**src/rtl/fft_pkg.sv**
```systemverilog
// Shared definitions for the FFT datapath: rounding-mode constants and a
// generic signed saturation helper.
package fft_pkg;

    localparam int RND_TRUNC   = 0;
    localparam int RND_HALF_UP = 1;

    localparam int SAT_MAX_W = 64;

    typedef struct packed {
        logic signed [SAT_MAX_W-1:0] value;
        logic                        sat;
    } sat_res_t;

    // Clamp a sign-extended value into the signed range of a w-bit word.
    function automatic sat_res_t sat_w(input logic signed [SAT_MAX_W-1:0] x,
                                       input int w);
        logic signed [SAT_MAX_W-1:0] hi;
        logic signed [SAT_MAX_W-1:0] lo;
        sat_res_t r;
        hi = (64'sd1 <<< (w - 1)) - 64'sd1;
        lo = -(64'sd1 <<< (w - 1));
        if (x > hi) begin
            r.value = hi;
            r.sat   = 1'b1;
        end else if (x < lo) begin
            r.value = lo;
            r.sat   = 1'b1;
        end else begin
            r.value = x;
            r.sat   = 1'b0;
        end
        return r;
    endfunction

endpackage

```
**src/rtl/cmult_pipe_round_sat.sv**
```systemverilog
// Combinational round / arithmetic shift / saturate for one component of a
// wide product sum, back to the signed W-bit sample format.
module round_sat
    import fft_pkg::*;
#(
    parameter int W    = 16,
    parameter int F    = 14,
    parameter int RND  = RND_HALF_UP,
    parameter int IN_W = 33
) (
    input  logic signed [IN_W-1:0] din,
    output logic signed [W-1:0]    dout,
    output logic                   sat
);

    localparam logic signed [IN_W:0] BIAS =
        (RND == RND_HALF_UP) ? (IN_W+1)'(2 ** (F - 1)) : '0;

    logic signed [IN_W:0] biased;
    logic signed [IN_W:0] shifted;
    sat_res_t             res;
    logic                 unused_hi;

    // One extra bit keeps the rounding bias from wrapping at the top of the range.
    always_comb begin
        biased  = (IN_W+1)'(din) + BIAS;
        shifted = biased >>> F;
        res     = sat_w(SAT_MAX_W'(shifted), W);
        dout    = res.value[W-1:0];
        sat     = res.sat;
    end

    assign unused_hi = ^res.value[SAT_MAX_W-1:W];

endmodule

```
**src/rtl/cmult_pipe.sv**
```systemverilog
// Three-stage signed complex multiplier (optionally by the conjugate) with a
// single stall-everything valid/ready handshake and a tag sideband.
module cmult_pipe
    import fft_pkg::*;
#(
    parameter  int I     = 2,
    parameter  int F     = 14,
    parameter  int RND   = RND_HALF_UP,
    parameter  int TAG_W = 8,
    localparam int W     = I + F
) (
    input  logic                 clk,
    input  logic                 rst,
    input  logic                 i_valid,
    output logic                 i_ready,
    input  logic                 i_conj,
    input  logic signed [W-1:0]  i_data1_re,
    input  logic signed [W-1:0]  i_data1_im,
    input  logic signed [W-1:0]  i_data2_re,
    input  logic signed [W-1:0]  i_data2_im,
    input  logic [TAG_W-1:0]     i_tag,
    output logic                 o_valid,
    input  logic                 o_ready,
    output logic signed [W-1:0]  o_data_re,
    output logic signed [W-1:0]  o_data_im,
    output logic                 o_sat,
    output logic [TAG_W-1:0]     o_tag
);

    localparam int PW = 2 * W;
    localparam int SW = 2 * W + 1;

    logic adv;

    logic                 vld_p1;
    logic signed [PW-1:0] ac_p1;
    logic signed [PW-1:0] ad_p1;
    logic signed [PW-1:0] bc_p1;
    logic signed [PW-1:0] bd_p1;
    logic                 conj_p1;
    logic [TAG_W-1:0]     tag_p1;

    logic                 vld_p2;
    logic signed [SW-1:0] re_p2;
    logic signed [SW-1:0] im_p2;
    logic [TAG_W-1:0]     tag_p2;

    logic signed [W-1:0]  re_rs;
    logic signed [W-1:0]  im_rs;
    logic                 re_sat;
    logic                 im_sat;

    // The whole pipe moves as one unit; a held output freezes every stage.
    assign adv     = !o_valid || o_ready;
    assign i_ready = adv;

    // ---- stage 1: partial products ----
    always_ff @(posedge clk or negedge rst) begin
        if (!rst) begin
            vld_p1 <= 1'b0;
        end else if (adv) begin
            vld_p1 <= i_valid;
        end
    end

    always_ff @(posedge clk) begin
        if (adv && i_valid) begin
            ac_p1   <= PW'(i_data1_re) * PW'(i_data2_re);
            ad_p1   <= PW'(i_data1_re) * PW'(i_data2_im);
            bc_p1   <= PW'(i_data1_im) * PW'(i_data2_re);
            bd_p1   <= PW'(i_data1_im) * PW'(i_data2_im);
            conj_p1 <= i_conj;
            tag_p1  <= i_tag;
        end
    end

    // ---- stage 2: full-precision sums ----
    always_ff @(posedge clk or negedge rst) begin
        if (!rst) begin
            vld_p2 <= 1'b0;
        end else if (adv) begin
            vld_p2 <= vld_p1;
        end
    end

    always_ff @(posedge clk) begin
        if (adv && vld_p1) begin
            if (conj_p1) begin
                re_p2 <= SW'(ac_p1) + SW'(bd_p1);
                im_p2 <= SW'(bc_p1) - SW'(ad_p1);
            end else begin
                re_p2 <= SW'(ac_p1) - SW'(bd_p1);
                im_p2 <= SW'(ad_p1) + SW'(bc_p1);
            end
            tag_p2 <= tag_p1;
        end
    end

    // ---- stage 3: round, saturate, output register ----
    round_sat #(.W(W), .F(F), .RND(RND), .IN_W(SW)) u_rs_re (
        .din  (re_p2),
        .dout (re_rs),
        .sat  (re_sat)
    );

    round_sat #(.W(W), .F(F), .RND(RND), .IN_W(SW)) u_rs_im (
        .din  (im_p2),
        .dout (im_rs),
        .sat  (im_sat)
    );

    always_ff @(posedge clk or negedge rst) begin
        if (!rst) begin
            o_valid   <= 1'b0;
            o_data_re <= '0;
            o_data_im <= '0;
            o_sat     <= 1'b0;
            o_tag     <= '0;
        end else if (adv) begin
            o_valid <= vld_p2;
            if (vld_p2) begin
                o_data_re <= re_rs;
                o_data_im <= im_rs;
                o_sat     <= re_sat || im_sat;
                o_tag     <= tag_p2;
            end
        end
    end

endmodule

```
**config.mk**
```make
export PLATFORM = sky130hd
export DESIGN_NAME = cmult_pipe
export DESIGN_NICKNAME = d
export VERILOG_FILES = /design/src/rtl/fft_pkg.sv /design/src/rtl/cmult_pipe_round_sat.sv /design/src/rtl/cmult_pipe.sv
export SDC_FILE = /design/constraint.sdc
export NUM_CORES = 2
export LEC_CHECK = 0
export CAP_MARGIN = 20
export CORE_AREA = 2 2 297 357
export DETAILED_ROUTE_END_ITERATION = 8
export DIE_AREA = 0 0 299 359
export PLACE_DENSITY_LB_ADDON = 0.08
export SYNTH_ARGS = -nofsm -noshare
export SYNTH_HDL_FRONTEND = slang
export SYNTH_SLANG_ARGS = --single-unit
```
**constraint.sdc**
```tcl
create_clock -name clk -period 8.4 [get_ports clk]
set_input_delay 0.84 -clock clk [delete_from_list [all_inputs] [get_ports clk]]
set_output_delay 0.84 -clock clk [all_outputs]
set_load 0.01 [all_outputs]
```
==> summary.md <==
| Metric | Value |
|---|---|
| Fraction of registers with async set/reset | 19.2% |
| Simple-gate share of the synthesized area | 14.7% |
| TritonRoute pass-1 iters | 5 |
| Cells after Synth | 5307 |
| CTS root buf | clkbuf_16 |
| Die height | 359 um |
| Final worst-path cycle share | 88.7% |
| Vias in the first global route | 37700 |
| Synth Warn # | 0 |
| I/O Pins | 120 |
| Placed Cells incl. Taps | 6737 |
| Clock sinks | 229 |
| First-pass GRT wire length | 212000 um |
| RSZ-0062 raised after global routing | no |
| CP endpoint kind | register |
| Gr usage total | 25.5% |
| Setup_tns | 0 ps |
| DP Wirelength | 107000 um |
| Pin count of the biggest net entering global routing | 67 |
| Synthesized area per cell | 9.53 um^2 |
| Max cap viols | 0 |
| Min Tclk post-route | 7450 ps |
| Startpoint Class | input port |
| Cell Area, Synth | 50600 um^2 |
| Worst-Margin Slew | 986 ps |
| DR vias | 35300 |
| First-iteration detailed-routing DRC count | 2071 |
| Worst Skew | 35.6 ps |
| Antenna violations before repair | 7 |
| Die X | 299 um |
| Most frequent cells in the layout | inv_1 (1193), fa_1 (1048), nand2_1 (589) |
| Hold WC Path Type | input port to async pin |
| Layout cell share with drive strength beyond 1 | 3.89% |
| Synth Area in Compound Gates | 5.73% |
| Routed Antenna Nets | 0 |
| H-tree levels | 1 |
| GP Congestion | 0.877 |
| Clock-pin slew on the worst setup and hold paths | 60 ps |
| Ys flop type | edfxtp_1 |
| Via/cell ratio | 5.20 |
| Avg WL per Cell | 19.2 um |
| Total global routing overflow | 0 |
| Commonest non-fill, non-tap cell in the layout | inv_1 |
| Post-synth cell types | 70 |
| Quantity of I/O buffers inserted on ports | 119 |
| Flops & latches, synth | 229 |
| Cts repair resizes | 0 |
| Initial core utilization | 48.6% |
| Sequential area share after synthesis | 13.2% |
| Area grow syn2layout | 8.49% |
| Clk buf depth | 3 |
| WP data arrival | 7780 ps |
| CTS tree | yes |
| Core Rows | 130 |
| Critical path required time | 8730 ps |
| Post-synth EDFFs | 185 |
| Status | completed |
| Max Fclk | 134 MHz |
| XOR/XNOR Fraction of Synth Area | 4.62% |
| Final hold vios | 0 |
| Max-slew violation count | 0 |
| Final Instance Count excl. Fillers | 6789 |
| Fill count | 9788 |
| Cts hold-fix bufs | 0 |
| Synthesized-area fraction occupied by adder cells | 51.2% |
| TritonCTS buffer count | 28 |
| Layout Nets | 6900 |
| Clock Latency Late Sink | 630 ps |
| Core area | 104000 um^2 |
| Post-CTS Repair Setup Buffers | 0 |
| CP max FO | 15 |
| Drt drc | 0 |
| Largest family of logic cells by synthesized area | adder cells |
| Die Area | 107000 um^2 |
| Synthesized Nets | 6826 |
| Drt total wl | 130000 um |
| Post-synthesis mux area share | 0.0866% |
| Setup Viol. Count Final | 0 |
| FF-to-FF setup slack | 3370 ps |
| Max_slew headroom | 34.3% |
| Inserted Diodes | 0 |
| WS Path Type | input port to register |
-- area by class of cell --
cell class | instances | area [um^2] | area share [%]
sequential | 229 | 6660 | 12.1
clock inverter | 19 | 200 | 0.365
multi-input combinational | 3671 | 38600 | 70.4
clock buffer | 33 | 741 | 1.35
tap | 1386 | 1730 | 3.16
inverter | 1193 | 4480 | 8.16
timing repair buffer | 258 | 2420 | 4.42
-- stage by stage --
stage / area (um^2) / utilization, % / setup WS, ps / hold WS, ps
final: 54900 / 52.7 / 948 / 378
after floorplan: 50600 / - / 1790 / 400
after CTS: 54900 / 52.7 / 1060 / 405
after global routing: 54900 / 52.7 / 719 / 425
after global placement: 53900 / 51.8 / 476 / 403
after detailed placement: 53900 / 51.8 / 436 / 405
-- critical path: stages --
cell	delay, ps
clkdlybuf4s50_1	960
buf_4	340
buf_4	190
nand2_1	80
fa_1	510
inv_1	50
fa_1	510
fa_1	580
fa_1	440
fa_1	490
inv_1	50
fa_1	490
inv_1	50
ha_1	310
inv_1	90
nor3_1	320
nand3_1	150
o211ai_1	230
a21oi_1	190
o21ai_0	270
a21oi_1	130
xnor2_1	480
-- logic make-up (layout without fill, tap and decap cells) --
| kind of cell | after synthesis | after routing |
|---|---|---|
| flip-flops | 229 | 229 |
| multiplexers | 4 | 4 |
| XOR/XNOR | 267 | 267 |
| buffers and inverters | 1407 | 1503 |
| AND/OR/NAND/NOR | 1504 | 1504 |
| AO/OA/AOI/OAI | 454 | 454 |
| adder cells (fa/ha/maj) | 1442 | 1442 |
-- flip-flops by register name, indices dropped and copies added, names as in the netlist, 16 cells and up --
name and count:
im_p2 20, ac_p1 32, o_data_re 16, bd_p1 32, ad_p1 32, bc_p1 32, re_p2 20, o_data_im 16
-- worst paths after layout --
path | from | end | depth (start not counted)
hold / removal | rst | o_data_im[3]$_DFFE_PN0P_ | 1
min in group clk | tag_p1[4]$_DFFE_PP_ | tag_p2[4]$_DFFE_PP_ | 0
setup reg to reg | ad_p1[4]$_DFFE_PP_ | im_p2[32]$_DFFE_PP_ | 17
hold reg to reg | tag_p1[4]$_DFFE_PP_ | tag_p2[4]$_DFFE_PP_ | 0
max in group asynchronous | rst | o_data_re[2]$_DFFE_PN0P_ | 1
setup / recovery | i_data1_im[9] | bd_p1[27]$_DFFE_PP_ | 22
-- Yosys cell counts, types with 3 or more instances --
cell | count | area share, %
a211oi_1 | 18 | 0.27
a21o_1 | 57 | 0.85
a21oi_1 | 150 | 1.5
a31o_2 | 3 | 0.052
a31oi_1 | 19 | 0.24
a41oi_1 | 5 | 0.087
and2_1 | 496 | 6.1
and3_1 | 17 | 0.21
and4_1 | 10 | 0.17
buf_1 | 8 | 0.059
buf_2 | 5 | 0.049
clkbuf_1 | 201 | 1.5
dfrtp_1 | 44 | 2.2
edfxtp_1 | 185 | 11
fa_1 | 1048 | 41
ha_1 | 394 | 9.7
inv_1 | 1193 | 8.9
mux2_2 | 3 | 0.067
nand2_1 | 589 | 4.4
nand2b_1 | 33 | 0.41
nand3_1 | 48 | 0.47
nand4_1 | 22 | 0.27
nor2_1 | 181 | 1.3
nor2b_1 | 12 | 0.15
nor3_1 | 49 | 0.48
nor3_2 | 3 | 0.059
nor3b_1 | 5 | 0.074
nor4_1 | 12 | 0.15
o2111ai_1 | 3 | 0.052
o211ai_1 | 29 | 0.43
o21a_1 | 35 | 0.52
o21ai_0 | 78 | 0.77
o21ai_1 | 5 | 0.049
o21bai_1 | 16 | 0.24
o31ai_1 | 5 | 0.074
o41ai_1 | 3 | 0.052
or3_1 | 12 | 0.15
or4_1 | 4 | 0.059
xnor2_1 | 182 | 3.2
xor2_1 | 85 | 1.5
-- layer usage --
metal	GRT usage, %	up-vias	wire length (um)
met4	9.37	8	5700
met3	3.38	196	7230
met2	42.3	890	62400
met5	0	-	59
li1	-	16200	-
met1	34.2	18000	54900
Power is not shown: default switching activity piles up to over one toggle a cycle in this logic, so the estimate is an artifact.
